==> config.mk <==
export PLATFORM = sky130hd
export DESIGN_NAME = ctrl_pipe_flat
export DESIGN_NICKNAME = d
export VERILOG_FILES = /design/src/rtl/ctrl_pkg.sv /design/src/rtl/ctrl_pipe_if.sv /design/src/rtl/forward_unit.sv /design/src/rtl/ctrl_pipe.sv /design/src/flat_wrapper.sv
export SDC_FILE = /design/constraint.sdc
export NUM_CORES = 1
export LEC_CHECK = 0
export CORE_ASPECT_RATIO = 1.75
export CORE_MARGIN = 5
export CORE_UTILIZATION = 46
export CTS_CLUSTER_SIZE = 10
export DETAILED_ROUTE_END_ITERATION = 8
export DONT_BUFFER_PORTS = 1
export PLACE_DENSITY_LB_ADDON = 0.25
export SYNTH_ARGS = -nofsm -noshare
export SYNTH_HDL_FRONTEND = slang
export SYNTH_SLANG_ARGS = --single-unit
==> constraint.sdc <==
create_clock -name clk_i -period 2.51 [get_ports clk_i]
set_input_delay 0.1255 -clock clk_i [delete_from_list [all_inputs] [get_ports clk_i]]
set_output_delay 0.1255 -clock clk_i [all_outputs]
set_load 0.05 [all_outputs]
==> src/rtl/ctrl_pkg.sv <==
// Shared types for the pipeline control block.
// Control bundle layouts per stage, ALU op and forward-select codes.
package ctrl_pkg;

  typedef enum logic [2:0] {
    OP_NONE  = 3'd0,
    OP_RTYPE = 3'd1,
    OP_ADDI  = 3'd2,
    OP_SLTI  = 3'd3,
    OP_BEQ   = 3'd4,
    OP_LW    = 3'd5,
    OP_SW    = 3'd6
  } aluop_e;

  typedef enum logic [1:0] {
    FWD_RF    = 2'b00,
    FWD_MEMWB = 2'b01,
    FWD_EXMEM = 2'b10
  } fwd_e;

  typedef struct packed {
    logic       regwrite;
    logic       memtoreg;
    logic       branch;
    logic       memread;
    logic       memwrite;
    logic       regdst;
    logic       alusrc;
    logic [2:0] aluop;
  } ctrl_t;

  typedef struct packed {
    ctrl_t      ctrl;
    logic [4:0] rs;
    logic [4:0] rt;
    logic [4:0] wr_reg;
  } id_ex_t;

  typedef struct packed {
    logic       regwrite;
    logic       memtoreg;
    logic       branch;
    logic       memread;
    logic       memwrite;
    logic [4:0] wr_reg;
  } ex_mem_t;

  typedef struct packed {
    logic       regwrite;
    logic       memtoreg;
    logic [4:0] wr_reg;
  } mem_wb_t;

  function automatic logic [15:0] sat_inc(
    input logic [15:0] c,
    input logic        en
  );
    return (en && c != 16'hFFFF) ? c + 16'd1 : c;
  endfunction

endpackage

==> src/rtl/ctrl_pipe_if.sv <==
// Datapath-facing signal bundle of the pipeline control block.
// master = datapath side, slave = ctrl_pipe.
interface ctrl_pipe_if;
  logic        id_regwrite_i;
  logic        id_alusrc_i;
  logic        id_regdst_i;
  logic        id_branch_i;
  logic        id_memread_i;
  logic        id_memwrite_i;
  logic        id_memtoreg_i;
  logic [2:0]  id_aluop_i;
  logic [4:0]  id_rs_i;
  logic [4:0]  id_rt_i;
  logic [4:0]  id_rd_i;
  logic        mem_zero_i;
  logic        pc_write_o;
  logic        ifid_write_o;
  logic        ifid_flush_o;
  logic        ex_alusrc_o;
  logic        ex_regdst_o;
  logic [2:0]  ex_aluop_o;
  logic [4:0]  ex_rs_o;
  logic [4:0]  ex_rt_o;
  logic        mem_memread_o;
  logic        mem_memwrite_o;
  logic        mem_branch_o;
  logic        branch_taken_o;
  logic        wb_regwrite_o;
  logic        wb_memtoreg_o;
  logic [4:0]  wb_wr_reg_o;
  logic [1:0]  fwd_a_o;
  logic [1:0]  fwd_b_o;
  logic [15:0] stall_cnt_o;
  logic [15:0] flush_cnt_o;

  modport master (
    output id_regwrite_i, id_alusrc_i, id_regdst_i,
    output id_branch_i, id_memread_i, id_memwrite_i,
    output id_memtoreg_i, id_aluop_i,
    output id_rs_i, id_rt_i, id_rd_i, mem_zero_i,
    input  pc_write_o, ifid_write_o, ifid_flush_o,
    input  ex_alusrc_o, ex_regdst_o, ex_aluop_o,
    input  ex_rs_o, ex_rt_o,
    input  mem_memread_o, mem_memwrite_o, mem_branch_o,
    input  branch_taken_o,
    input  wb_regwrite_o, wb_memtoreg_o, wb_wr_reg_o,
    input  fwd_a_o, fwd_b_o, stall_cnt_o, flush_cnt_o
  );

  modport slave (
    input  id_regwrite_i, id_alusrc_i, id_regdst_i,
    input  id_branch_i, id_memread_i, id_memwrite_i,
    input  id_memtoreg_i, id_aluop_i,
    input  id_rs_i, id_rt_i, id_rd_i, mem_zero_i,
    output pc_write_o, ifid_write_o, ifid_flush_o,
    output ex_alusrc_o, ex_regdst_o, ex_aluop_o,
    output ex_rs_o, ex_rt_o,
    output mem_memread_o, mem_memwrite_o, mem_branch_o,
    output branch_taken_o,
    output wb_regwrite_o, wb_memtoreg_o, wb_wr_reg_o,
    output fwd_a_o, fwd_b_o, stall_cnt_o, flush_cnt_o
  );
endinterface

==> src/rtl/forward_unit.sv <==
// ALU operand forwarding select for the EX stage.
// The nearer producer (EX/MEM) wins over MEM/WB; $0 is never forwarded.
module forward_unit
  import ctrl_pkg::*;
(
  input  logic [4:0] ex_rs_i,
  input  logic [4:0] ex_rt_i,
  input  logic       em_regwrite_i,
  input  logic [4:0] em_wr_reg_i,
  input  logic       mw_regwrite_i,
  input  logic [4:0] mw_wr_reg_i,
  output logic [1:0] fwd_a_o,
  output logic [1:0] fwd_b_o
);

  logic em_ok;
  logic mw_ok;

  assign em_ok = em_regwrite_i && (em_wr_reg_i != 5'd0);
  assign mw_ok = mw_regwrite_i && (mw_wr_reg_i != 5'd0);

  always_comb begin
    fwd_a_o = FWD_RF;
    priority case (1'b1)
      em_ok && (em_wr_reg_i == ex_rs_i): fwd_a_o = FWD_EXMEM;
      mw_ok && (mw_wr_reg_i == ex_rs_i): fwd_a_o = FWD_MEMWB;
      default:                           fwd_a_o = FWD_RF;
    endcase
  end

  always_comb begin
    fwd_b_o = FWD_RF;
    priority case (1'b1)
      em_ok && (em_wr_reg_i == ex_rt_i): fwd_b_o = FWD_EXMEM;
      mw_ok && (mw_wr_reg_i == ex_rt_i): fwd_b_o = FWD_MEMWB;
      default:                           fwd_b_o = FWD_RF;
    endcase
  end

endmodule

==> src/rtl/ctrl_pipe.sv <==
// Pipeline control: ID/EX, EX/MEM, MEM/WB control registers,
// load-use stall, taken-branch flush, event counters.
module ctrl_pipe
  import ctrl_pkg::*;
(
  input  logic         clk_i,
  input  logic         rst_i,
  ctrl_pipe_if.slave   bus
);

  id_ex_t      idex_q, idex_d, id_cur;
  ex_mem_t     exmem_q, exmem_d;
  mem_wb_t     memwb_q, memwb_d;
  logic [15:0] stall_cnt_q, stall_cnt_d;
  logic [15:0] flush_cnt_q, flush_cnt_d;
  logic        taken, load_use, flush, stall;

  always_comb begin
    id_cur               = '0;
    id_cur.ctrl.regwrite = bus.id_regwrite_i;
    id_cur.ctrl.memtoreg = bus.id_memtoreg_i;
    id_cur.ctrl.branch   = bus.id_branch_i;
    id_cur.ctrl.memread  = bus.id_memread_i;
    id_cur.ctrl.memwrite = bus.id_memwrite_i;
    id_cur.ctrl.regdst   = bus.id_regdst_i;
    id_cur.ctrl.alusrc   = bus.id_alusrc_i;
    id_cur.ctrl.aluop    = bus.id_aluop_i;
    id_cur.rs            = bus.id_rs_i;
    id_cur.rt            = bus.id_rt_i;
    id_cur.wr_reg        = bus.id_regdst_i ? bus.id_rd_i
                                           : bus.id_rt_i;
  end

  // rt only counts as a source when it feeds the ALU or store data
  assign load_use = idex_q.ctrl.memread
                 && (idex_q.rt != 5'd0)
                 && ((idex_q.rt == bus.id_rs_i)
                  || ((idex_q.rt == bus.id_rt_i)
                   && (!bus.id_alusrc_i || bus.id_memwrite_i)));

  assign taken = exmem_q.branch & bus.mem_zero_i;
  assign flush = taken && !rst_i;
  assign stall = load_use && !flush && !rst_i;

  always_comb begin
    idex_d      = (flush || stall) ? '0 : id_cur;
    exmem_d     = '0;
    memwb_d     = '0;
    if (!flush) begin
      exmem_d.regwrite = idex_q.ctrl.regwrite;
      exmem_d.memtoreg = idex_q.ctrl.memtoreg;
      exmem_d.branch   = idex_q.ctrl.branch;
      exmem_d.memread  = idex_q.ctrl.memread;
      exmem_d.memwrite = idex_q.ctrl.memwrite;
      exmem_d.wr_reg   = idex_q.wr_reg;
    end
    memwb_d.regwrite = exmem_q.regwrite;
    memwb_d.memtoreg = exmem_q.memtoreg;
    memwb_d.wr_reg   = exmem_q.wr_reg;
    stall_cnt_d = sat_inc(stall_cnt_q, stall);
    flush_cnt_d = sat_inc(flush_cnt_q, flush);
  end

  always_ff @(posedge clk_i) begin
    if (rst_i) begin
      idex_q      <= '0;
      exmem_q     <= '0;
      memwb_q     <= '0;
      stall_cnt_q <= '0;
      flush_cnt_q <= '0;
    end else begin
      idex_q      <= idex_d;
      exmem_q     <= exmem_d;
      memwb_q     <= memwb_d;
      stall_cnt_q <= stall_cnt_d;
      flush_cnt_q <= flush_cnt_d;
    end
  end

  forward_unit u_fwd (
    .ex_rs_i       (idex_q.rs),
    .ex_rt_i       (idex_q.rt),
    .em_regwrite_i (exmem_q.regwrite),
    .em_wr_reg_i   (exmem_q.wr_reg),
    .mw_regwrite_i (memwb_q.regwrite),
    .mw_wr_reg_i   (memwb_q.wr_reg),
    .fwd_a_o       (bus.fwd_a_o),
    .fwd_b_o       (bus.fwd_b_o)
  );

  assign bus.pc_write_o     = !stall;
  assign bus.ifid_write_o   = !stall;
  assign bus.ifid_flush_o   = flush;
  assign bus.branch_taken_o = taken;
  assign bus.ex_alusrc_o    = idex_q.ctrl.alusrc;
  assign bus.ex_regdst_o    = idex_q.ctrl.regdst;
  assign bus.ex_aluop_o     = idex_q.ctrl.aluop;
  assign bus.ex_rs_o        = idex_q.rs;
  assign bus.ex_rt_o        = idex_q.rt;
  assign bus.mem_memread_o  = exmem_q.memread;
  assign bus.mem_memwrite_o = exmem_q.memwrite;
  assign bus.mem_branch_o   = exmem_q.branch;
  assign bus.wb_regwrite_o  = memwb_q.regwrite;
  assign bus.wb_memtoreg_o  = memwb_q.memtoreg;
  assign bus.wb_wr_reg_o    = memwb_q.wr_reg;
  assign bus.stall_cnt_o    = stall_cnt_q;
  assign bus.flush_cnt_o    = flush_cnt_q;

endmodule

==> src/flat_wrapper.sv <==
// flat-port wrapper written by rule: the top's interface ports become plain ports
module ctrl_pipe_flat import ctrl_pkg::*;
  (clk_i, rst_i, bus_id_regwrite_i, bus_id_alusrc_i, bus_id_regdst_i, bus_id_branch_i, bus_id_memread_i, bus_id_memwrite_i, bus_id_memtoreg_i, bus_id_aluop_i, bus_id_rs_i, bus_id_rt_i, bus_id_rd_i, bus_mem_zero_i, bus_pc_write_o, bus_ifid_write_o, bus_ifid_flush_o, bus_ex_alusrc_o, bus_ex_regdst_o, bus_ex_aluop_o, bus_ex_rs_o, bus_ex_rt_o, bus_mem_memread_o, bus_mem_memwrite_o, bus_mem_branch_o, bus_branch_taken_o, bus_wb_regwrite_o, bus_wb_memtoreg_o, bus_wb_wr_reg_o, bus_fwd_a_o, bus_fwd_b_o, bus_stall_cnt_o, bus_flush_cnt_o);
  ctrl_pipe_if bus_i ();
  input  logic clk_i;
  input  logic rst_i;
  input wire logic [$bits(bus_i.id_regwrite_i)-1:0] bus_id_regwrite_i;
  input wire logic [$bits(bus_i.id_alusrc_i)-1:0] bus_id_alusrc_i;
  input wire logic [$bits(bus_i.id_regdst_i)-1:0] bus_id_regdst_i;
  input wire logic [$bits(bus_i.id_branch_i)-1:0] bus_id_branch_i;
  input wire logic [$bits(bus_i.id_memread_i)-1:0] bus_id_memread_i;
  input wire logic [$bits(bus_i.id_memwrite_i)-1:0] bus_id_memwrite_i;
  input wire logic [$bits(bus_i.id_memtoreg_i)-1:0] bus_id_memtoreg_i;
  input wire logic [$bits(bus_i.id_aluop_i)-1:0] bus_id_aluop_i;
  input wire logic [$bits(bus_i.id_rs_i)-1:0] bus_id_rs_i;
  input wire logic [$bits(bus_i.id_rt_i)-1:0] bus_id_rt_i;
  input wire logic [$bits(bus_i.id_rd_i)-1:0] bus_id_rd_i;
  input wire logic [$bits(bus_i.mem_zero_i)-1:0] bus_mem_zero_i;
  output wire logic [$bits(bus_i.pc_write_o)-1:0] bus_pc_write_o;
  output wire logic [$bits(bus_i.ifid_write_o)-1:0] bus_ifid_write_o;
  output wire logic [$bits(bus_i.ifid_flush_o)-1:0] bus_ifid_flush_o;
  output wire logic [$bits(bus_i.ex_alusrc_o)-1:0] bus_ex_alusrc_o;
  output wire logic [$bits(bus_i.ex_regdst_o)-1:0] bus_ex_regdst_o;
  output wire logic [$bits(bus_i.ex_aluop_o)-1:0] bus_ex_aluop_o;
  output wire logic [$bits(bus_i.ex_rs_o)-1:0] bus_ex_rs_o;
  output wire logic [$bits(bus_i.ex_rt_o)-1:0] bus_ex_rt_o;
  output wire logic [$bits(bus_i.mem_memread_o)-1:0] bus_mem_memread_o;
  output wire logic [$bits(bus_i.mem_memwrite_o)-1:0] bus_mem_memwrite_o;
  output wire logic [$bits(bus_i.mem_branch_o)-1:0] bus_mem_branch_o;
  output wire logic [$bits(bus_i.branch_taken_o)-1:0] bus_branch_taken_o;
  output wire logic [$bits(bus_i.wb_regwrite_o)-1:0] bus_wb_regwrite_o;
  output wire logic [$bits(bus_i.wb_memtoreg_o)-1:0] bus_wb_memtoreg_o;
  output wire logic [$bits(bus_i.wb_wr_reg_o)-1:0] bus_wb_wr_reg_o;
  output wire logic [$bits(bus_i.fwd_a_o)-1:0] bus_fwd_a_o;
  output wire logic [$bits(bus_i.fwd_b_o)-1:0] bus_fwd_b_o;
  output wire logic [$bits(bus_i.stall_cnt_o)-1:0] bus_stall_cnt_o;
  output wire logic [$bits(bus_i.flush_cnt_o)-1:0] bus_flush_cnt_o;
  assign bus_i.id_regwrite_i = bus_id_regwrite_i;
  assign bus_i.id_alusrc_i = bus_id_alusrc_i;
  assign bus_i.id_regdst_i = bus_id_regdst_i;
  assign bus_i.id_branch_i = bus_id_branch_i;
  assign bus_i.id_memread_i = bus_id_memread_i;
  assign bus_i.id_memwrite_i = bus_id_memwrite_i;
  assign bus_i.id_memtoreg_i = bus_id_memtoreg_i;
  assign bus_i.id_aluop_i = bus_id_aluop_i;
  assign bus_i.id_rs_i = bus_id_rs_i;
  assign bus_i.id_rt_i = bus_id_rt_i;
  assign bus_i.id_rd_i = bus_id_rd_i;
  assign bus_i.mem_zero_i = bus_mem_zero_i;
  assign bus_pc_write_o = bus_i.pc_write_o;
  assign bus_ifid_write_o = bus_i.ifid_write_o;
  assign bus_ifid_flush_o = bus_i.ifid_flush_o;
  assign bus_ex_alusrc_o = bus_i.ex_alusrc_o;
  assign bus_ex_regdst_o = bus_i.ex_regdst_o;
  assign bus_ex_aluop_o = bus_i.ex_aluop_o;
  assign bus_ex_rs_o = bus_i.ex_rs_o;
  assign bus_ex_rt_o = bus_i.ex_rt_o;
  assign bus_mem_memread_o = bus_i.mem_memread_o;
  assign bus_mem_memwrite_o = bus_i.mem_memwrite_o;
  assign bus_mem_branch_o = bus_i.mem_branch_o;
  assign bus_branch_taken_o = bus_i.branch_taken_o;
  assign bus_wb_regwrite_o = bus_i.wb_regwrite_o;
  assign bus_wb_memtoreg_o = bus_i.wb_memtoreg_o;
  assign bus_wb_wr_reg_o = bus_i.wb_wr_reg_o;
  assign bus_fwd_a_o = bus_i.fwd_a_o;
  assign bus_fwd_b_o = bus_i.fwd_b_o;
  assign bus_stall_cnt_o = bus_i.stall_cnt_o;
  assign bus_flush_cnt_o = bus_i.flush_cnt_o;
  ctrl_pipe u_core (.clk_i(clk_i), .rst_i(rst_i), .bus(bus_i));
endmodule
**Word-level counts from Yosys, hierarchy flattened**

Cells that the tools add are included.

- Bits in registers: 74
- Latch bits: 0
- Bits in writable memories: 0
- ROM bits: 0
- Input port bits: 28
- Output and inout bits: 65
- Logic and storage cells: 64
- Memories kept: 0

- Add/subtract/negate cells: 2
- Multipliers: 0
- Div/mod/pow operators: 0
- Order comparisons: 0
- Equality and inequality tests: 8
- Shift operators: 0
- Multiplexer cells: 5
- Bitwise gates (word level): 1
- Reduce and logical (&&, ||, !) cells: 26

Operators by type and width:

| cell | count |
|---|---|
| adder 16 x 1 -> 16 bit, second input constant | 2 |
| != test 16 bit, second input constant | 2 |
| equality test 5 bit | 6 |
| nonzero test 5 bit | 3 |
| logical AND 1 bit | 14 |
| 2-to-1 mux 5 bit | 1 |
| zero test 1 bit | 4 |
| 2-to-1 mux 2 bit | 2 |
| OR reduction 2 bit | 2 |
| logical OR 1 bit | 3 |
| 2-to-1 mux 1 bit | 2 |
| AND 1 bit | 1 |

**Longest topological paths before layout**

Gate-level depths: netlist (run 1).

- Depth after elaboration: 9
- Depth in mapped cells: 8
- Gate-level depth less buffers: 7

**Modules after synthesis**

Synthesis (run 1) repeated with hierarchy kept, for this count alone.

- Cell total of the unflattened synthesis: 360
- Area, all modules: 3392.0 um^2

Modules (own cells, without submodules):

| module | instances | cells an instance | area each (um^2) | seq. area each (um^2) |
|---|---|---|---|---|
| ctrl_pipe | 1 | 326 | 3134.3 | 1481.4 |
| forward_unit | 1 | 34 | 257.7 | 0.0 |

**Worst setup path before layout (run 1)**

Ideal clock, no wire load.

- Path type: reg-to-output
- Start point: reg u_core.idex_q, in the netlist u_core.bus.ex_rt_o[2]
- End point: out bus_fwd_b_o[0]
- Arrival time: 3021 ps
- Required time: 2385 ps
- Setup slack: -637 ps
- Cell stages (with the launch flop): 6
- Buffers on the path: 1
- Path through: dfxtp_1 > buf_2 > xnor2_1 > nand3_1 > nor4_1 > nor4_1

- Word-level cells in the longest chain between the ends: 4
- Elaborated cells on any way between the ends: 6
- Classes of those cells: 2 x eq/ne; 2 x mux; 2 x reduce/logical

Ends and longest elaborated chain:

| element | line | source |
|---|---|---|
| start: declaration | ctrl_pipe.sv:11 | `id_ex_t idex_q, idex_d, id_cur;` |
| start signal: assignment | ctrl_pipe.sv:72 | `idex_q <= idex_d;` |
| equality test 5 bit | forward_unit.sv:35 | `mw_ok && (mw_wr_reg_i == ex_rt_i): fwd_b_o = FWD_MEMWB;` |
| logical AND 1 bit | forward_unit.sv:35 |  |
| 2-to-1 mux 1 bit | forward_unit.sv:33 | `priority case (1'b1)` |
| 2-to-1 mux 2 bit * | forward_unit.sv:33 |  |
| end: declaration | flat_wrapper.sv:35 | `output wire logic [$bits(bus_i.fwd_b_o)-1:0] bus_fwd_b_o;` |

Every way passes the cells marked *; elsewhere a longest branch is shown, timed or not.

**Worst setup path in the final report (run 1)**

- Start point: reg u_core.idex_q, in the netlist u_core.bus.ex_rt_o[1]
- End point: out bus_pc_write_o

- Word-level cells in the longest chain between the ends: 7
- Elaborated cells on any way between the ends: 10
- Classes of those cells: 2 x eq/ne; 8 x reduce/logical

Ends and longest elaborated chain:

| element | line | source |
|---|---|---|
| equality test 5 bit | ctrl_pipe.sv:38 | `\|\| ((idex_q.rt == bus.id_rt_i)` |
| logical AND 1 bit | ctrl_pipe.sv:39 | `&& (!bus.id_alusrc_i \|\| bus.id_memwrite_i)));` |
| logical OR 1 bit | ctrl_pipe.sv:38 |  |
| logical AND 1 bit * | ctrl_pipe.sv:37 | `&& ((idex_q.rt == bus.id_rs_i)` |
| logical AND 1 bit * (2 in a row) | ctrl_pipe.sv:43 | `assign stall = load_use && !flush && !rst_i;` |
| zero test 1 bit * | ctrl_pipe.sv:91 | `assign bus.pc_write_o = !stall;` |
| end: declaration | flat_wrapper.sv:19 | `output wire logic [$bits(bus_i.pc_write_o)-1:0] bus_pc_write_o;` |

Marks and branches as above.

==> summary.md, run 1 <==
| Metric | Value |
|---|---|
| Gate power share | 8.5% |
| Worst IR Drop VDD | 0.436 mV |
| Final worst setup slack | roughly 0.19 ns |
| Skew-Pair Late Insertion Delay | 0.33 ns |
| Routed vias | 2600 |
| IO Count | 93 |
| Area grow syn2layout | 28.3% |
| Largest net degree at the start of global routing | 36 |
| CP max FO | 22 |
| Pleak | 1.77 nW |
| Fin crit share | 92.4% |
| DR pass1 iterations | 6 |
| CTS Buf Count | 9 |
| Netlist cell types | 45 |
| Worst path arrival time | 2.19 ns |
| Int Pwr | 2.08 mW |
| Clk pwr share | 45.2% |
| Number of diodes | 0 |
| Most common cell after layout, fill and taps aside | dfxtp_1 |
| Sequential area share after synthesis | 45.7% |
| Number of gates resized after CTS | 0 |
| Hold_ws | 0.0288 ns |
| DRC violations left | 0 |
| Top_reg_cell synth | dfxtp_1 |
| Endpoint type of the worst setup path | primary output |
| RePlAce Congestion | 0.783 |
| Clock Sink Count | 74 |
| RSZ-0062 raised after global routing | no |
| Fin Setup TNS | 0 ns |
| Design area | 4160 um^2 |
| Tmin final | ~2.3 ns |
| Placed cell area | 3600 um^2 |
| Sequential power share | 46.2% |
| Gr usage total | 19.3% |
| Slew headroom | 63.1% |
| Worst slew pin tran | roughly 0.55 ns |
| Max-Cap Viols | 0 |
| Final nets | 431 |
| Initial antenna violation count | 0 |
| Number of hold violations in the final report | 0 |
| Layout cells sized above 1 | a little over a fifth |
| Final wirelength | 8220 um |
| Starting Density | approximately 47% |
| Max Slew Vio Count | 0 |
| CP Launch Type | register |
| Syn Std Cell Area | 3240 um^2 |
| Syn Area/Cell | 9.62 um^2 |
| Critical Path RT | 2.38 ns |
| H-tree lvl count | 3 |
| Detailed Route Iter0 Violations | 123 |
| Port Buffers | 0 |
| Most frequent cells in the layout | 74 x dfxtp_1, 58 x buf_4, 30 x nor2_1 |
| Overflow after GRT | 0 |
| Final Setup Violations | 0 |
| Synthesized net count | 367 |
| Max Root-Sink Buffers | 2 |
| Sw Ratio | between 20% and 30% |
| Cells after Synth | ~340 |
| Root buffer cell | clkbuf_16 |
| Die area | 8900 um^2 |
| Post-synth ARST share | 0% |
| Seq cells post-synth | 74 |
| DP Worst Slack | 0.381 ns |
| Vias per inst | approximately 5.3 |
| Number of global-route vias before repair | around 2700 |
| Die width | 73.5 um |
| Core Region | 6860 um^2 |
| Layout Skew | 0.00346 ns |
| TritonCTS clock tree | built |
| First-pass GRT wire length | between 10000 and 15000 um |
| Hold WC Path Type | input port to register |
| WS Path Type | register to primary output |
| Number of synthesized flops with an enable pin | 0 |
| Row cnt | 40 |
| Wire per inst | 16.8 um |
| Die H | 121 um |
| Achievable Freq | around 430 MHz |
| Outcome | completed |
| Routed Antenna Nets | 0 |
| Detailed placement HPWL | 6030 um |
| Synth warn | 0 |
| Clock transition at the registers of the reported paths | ~0.06 ns |
| Power per cell area | 657 nW/um^2 |
| Post-Route Utilization | between 60% and 70% |
| Net Switching | 0.653 mW |
==> through the flow <==
step           std cells  total power, mW
4_1_cts              490             2.76
5_1_grt              490             2.84
6_report             490             2.74
3_5_place_dp         448             1.48
3_3_place_gp         448             1.48
2_1_floorplan        337             1.46
==> routing by layer <==
| layer | share of wire [%] | GRT usage, % |
|---|---|---|
| met5 | 0 | 0 |
| met4 | 2.1 | 8.73 |
| met1 | 35 | 18.6 |
| met2 | 57 | 36.6 |
| met3 | 6.3 | 4.48 |
==> area by class of cell <==
cell class | instances | area [um^2]
Clock buffer | 11 | 233
Clock inverter | 5 | 55.1
Fill cell | 571 | 2700
Inverter | 3 | 11.3
Multi-Input combinational cell | 229 | 1570
Sequential cell | 74 | 1480
Tap cell | 84 | 105
Timing Repair Buffer | 84 | 706
==> final timing paths <==
path	slack, ns	to	cells after the start	from
hold / removal	0.03	u_core.bus.stall_cnt_o[14]	2	rst_i
setup / recovery	0.19	bus_pc_write_o	5	u_core.bus.ex_rt_o[1]
hold reg to reg	0.43	u_core.exmem_q[1]	1	u_core.idex_q[1]
setup reg to reg	0.39	u_core.bus.stall_cnt_o[10]	6	u_core.bus.ex_rt_o[0]
==> synth_stat cells (7+ instances only) <==
library cell / count / area share (%)
xnor2_1: 18 / 4.9
nor2_1: 30 / 3.5
nand4_1: 9 / 1.7
and2_1: 13 / 2.5
or4_1: 11 / 2.5
and3_1: 22 / 4.2
nor2b_1: 8 / 1.5
nand2_1: 14 / 1.6
nand3_1: 16 / 2.5
xor2_1: 29 / 7.8
a21oi_1: 9 / 1.4
dfxtp_1: 74 / 46
clkbuf_1: 7 / 0.81
buf_4: 15 / 3.5
==> power by group through the flow <==
stage	sequential, mW	combinational, mW	clock (mW)
3_3_place_gp	1.29	0.186	0
5_1_grt	1.27	0.252	1.32
6_report	1.26	0.234	1.24
2_1_floorplan	1.28	0.183	0
3_5_place_dp	1.29	0.189	0
4_1_cts	1.27	0.235	1.26
==> critical path: stages, from the launching register on <==
cell      delay (ns)
dfxtp_1         0.40
or4_1           0.57
o211ai_2        0.21
nand2b_2        0.21
buf_4           0.24
buf_4           0.23
==> kinds of logic after synthesis <==
| kind of cell | after synthesis | share of synthesized area [%] |
|---|---|---|
| simple gates | 141 | 24.3 |
| xor+xnor | 48 | 13.2 |
| compound gates | 31 | 7.06 |
| flops | 74 | 45.7 |
| fa+ha+maj | 2 | 0.771 |
| buf+inv | 34 | 6.71 |
| mux | 7 | 2.31 |
==> registers in the layout (all words and copies together) (netlist names) <==
register and cells:
u_core.bus.wb_wr_reg_o 5, u_core.bus.flush_cnt_o 16, u_core.bus.ex_regdst_o 1, u_core.bus.ex_rt_o 5, u_core.bus.wb_regwrite_o 1, u_core.bus.ex_alusrc_o 1
u_core.exmem_q 7, u_core.bus.mem_memwrite_o 1, u_core.bus.stall_cnt_o 16, u_core.bus.wb_memtoreg_o 1, u_core.bus.ex_rs_o 5, u_core.bus.mem_memread_o 1
u_core.idex_q 10, u_core.bus.ex_aluop_o 3, u_core.bus.mem_branch_o 1
==> timing repair <==
action                                 CTS  global route
hold buffers                            26             0
buffers inserted                         0             0
endpoints found under the hold margin   60             0
Note: power is estimated with default switching activity, not from simulation.
==> run 2, diff against run 1 <==
REMOVE_ABC_BUFFERS = 1   (was not set)
==> run 2 against run 1 <==
  * Combinational power increased by 3%
  * Power rose by 8.6%
  * Sequential share of layout area is 0.47 points lower
  * Critical path depth is the same
  * Hold slack worse by 0.017 ns
  * Die area is the same
  * Maximum frequency shrank 1.4%
  * Clock power is 19% higher
  * Via count is 1.7% higher
  * Critical path type unchanged
  * Critical endpoint is now bus_fwd_a_o[0]
==> summary.md, run 2 (synthesis gave the netlist of run 1 again) <==
| Metric | Value |
|---|---|
| Outcome | completed |
| Post-Route Utilization | 61.5% |
| Clock Sink Count | 74 |
| Bufs and invs on worst path | 1 |
| TritonCTS clock tree | built |
| Final worst setup slack | 0.159 ns |
| Number of hold violations in the final report | 0 |
| DP Cell Count | 448 |
| CP most frequent cell | nor4_2 |
| RR Endpoint | u_core.bus.stall_cnt_o[10] |
| Final nets | 431 |
| Initial antenna violation count | 0 |
| Gr usage total | 19.6% |
| DRC violations left | 0 |
| Final Power | approximately 3.0 mW |
| Hold WC Path Type | input port to register |
| Worst reg2reg setup slack | 0.45 ns |
| CP max FO | 4 |
| Die area | ~9000 um^2 |
| Achievable Freq | 425 MHz |
| Die width | 73.5 um |
| Final Setup Violations | 0 |
| RSZ-0062 raised after global routing | no |
| Row cnt | 40 |
| Detailed placement HPWL | 5960 um |
| Tmin final | approximately 2.4 ns |
| Endpoint type of the worst setup path | primary output |
| Layout Skew | between 0.005 and 0.006 ns |
| Die H | ~120 um |
| CP Launch Type | register |
| Overflow after GRT | 0 |
| Slowest CP cell | or4_1 |
| Area grow syn2layout | 30.0% |
| Worst slew pin tran | 0.494 ns |
| DP Worst Slack | between 0.4 and 0.5 ns |
| Most common cell after layout, fill and taps aside | dfxtp_1 |
| First-pass GRT wire length | 13300 um |
| Core Region | between 6000 and 7000 um^2 |
| DR pass1 iterations | 4 |
| Worst path top cell family by delay | simple AND/OR/NAND/NOR gates |
| Layout cells sized above 1 | between 20% and 30% |
| Starting Density | 47.3% |
| Most frequent cells in the layout | 74 x dfxtp_1, 58 x buf_4, 30 x nor2_1 |
| Hold Path Origin | rst_i |
| Max Slew Vio Count | 0 |
| Launch point of the worst path | u_core.exmem_q[0] |
| Skew-Pair Late Insertion Delay | 0.34 ns |
| RePlAce Congestion | 0.953 |
| Crit path largest cell delay | between 0.5 and 0.6 ns |
| Routed vias | between 2000 and 3000 |
| Clock transition at the registers of the reported paths | 0.06 ns |
| CP Depth | 5 |
| Fin crit share | 93.7% |
| Worst path arrival time | 2.23 ns |
| Vias per inst | 5.39 |
| Root buffer cell | clkbuf_16 |
| H-tree lvl count | 3 |
| Number of global-route vias before repair | 2635 |
| Number of diodes | 0 |
| Worst r2r src | u_core.bus.ex_rt_o[3] |
| Max Root-Sink Buffers | 2 |
| CP Cell Sequence | or4_1 -> o21ai_0 -> nor4_2 -> nor4_2 -> buf_4 |
| Slew headroom | 67.0% |
| Routed Antenna Nets | 0 |
| CTS Buf Count | 9 |
| Pleak | 1.80 nW |
| Largest net degree at the start of global routing | 36 |
| Power per cell area | approximately 700 nW/um^2 |
| Worst IR Drop VDD | 0.535 mV |
| Wire per inst | between 15 and 20 um |
| Fin Setup TNS | 0 ns |
| Critical Path RT | between 2 and 2.5 ns |
| Final wirelength | 8320 um |
| Worst Reg2Reg Path Length in Cells | 6 |
| Non-Filler Instances | 490 |
| IO Count | 93 |
| Port Buffers | 0 |
| WS Path Type | register to primary output |
| Detailed Route Iter0 Violations | 139 |
| Max-Cap Viols | 0 |
| Critical Path End | bus_fwd_a_o[0] |
[run 2: area by class of cell]
cell class,instances,area (um^2)
Timing Repair Buffer,84,706
Inverter,3,11.3
Fill cell,562,2640
Clock buffer,9,225
Tap cell,84,105
Multi-Input combinational cell,229,1570
Sequential cell,74,1480
Clock inverter,7,118
[run 2: worst register-to-register path: cells and delay by family (launching register included)]
kind / cells / cell delay [ns]
compound gates: 1 / 0.29
xor+xnor: 1 / 0.18
mux: 1 / 0.33
simple gates: 3 / 0.64
flops: 1 / 0.51
[run 2: through the flow]
stage | hold slack, ns | cell area (um^2)
after floorplan | 0.195 | 3040
after CTS | 0.0120 | 4220
final | 0.0119 | 4220
after detailed placement | 0.205 | 3600
after global routing | 0.0241 | 4220
after global placement | 0.203 | 3600
[run 2: timing repair]
item                      in CTS  in global routing
setup buffers                  0                  0
resized for setup              0                  0
hold endpoints to repair      60                  0
hold buffers                  26                  0
[run 2: worst min-delay path by stage]
| stage | endpoint | slack, ns | cells past startpoint |
|---|---|---|---|
| finish | u_core.bus.stall_cnt_o[14] | 0.01 | 2 |
| global route | u_core.bus.stall_cnt_o[14] | 0.02 | 2 |
| CTS | u_core.bus.stall_cnt_o[14] | 0.01 | 2 |
| detailed placement | u_core.bus.wb_wr_reg_o[4] | 0.21 | 1 |
| global placement | u_core.bus.flush_cnt_o[13] | 0.20 | 1 |
| floorplan | u_core.bus.stall_cnt_o[11] | 0.19 | 1 |
[run 2: where the power goes]
part / leakage [nW] / switching [mW] / internal [mW]
clock: 0.158 / 0.497 / 0.968
combinational: 1.03 / 0.137 / 0.105
sequential: 0.605 / 0.0510 / 1.21
total: 1.80 / 0.685 / 2.28
[run 2: routing by layer]
layer / track usage [%] / part of all wire (%)
met5: 0 / 0
met4: 11.7 / 4.4
met3: 7.38 / 9.6
met2: 32.7 / 51
met1: 20.2 / 35
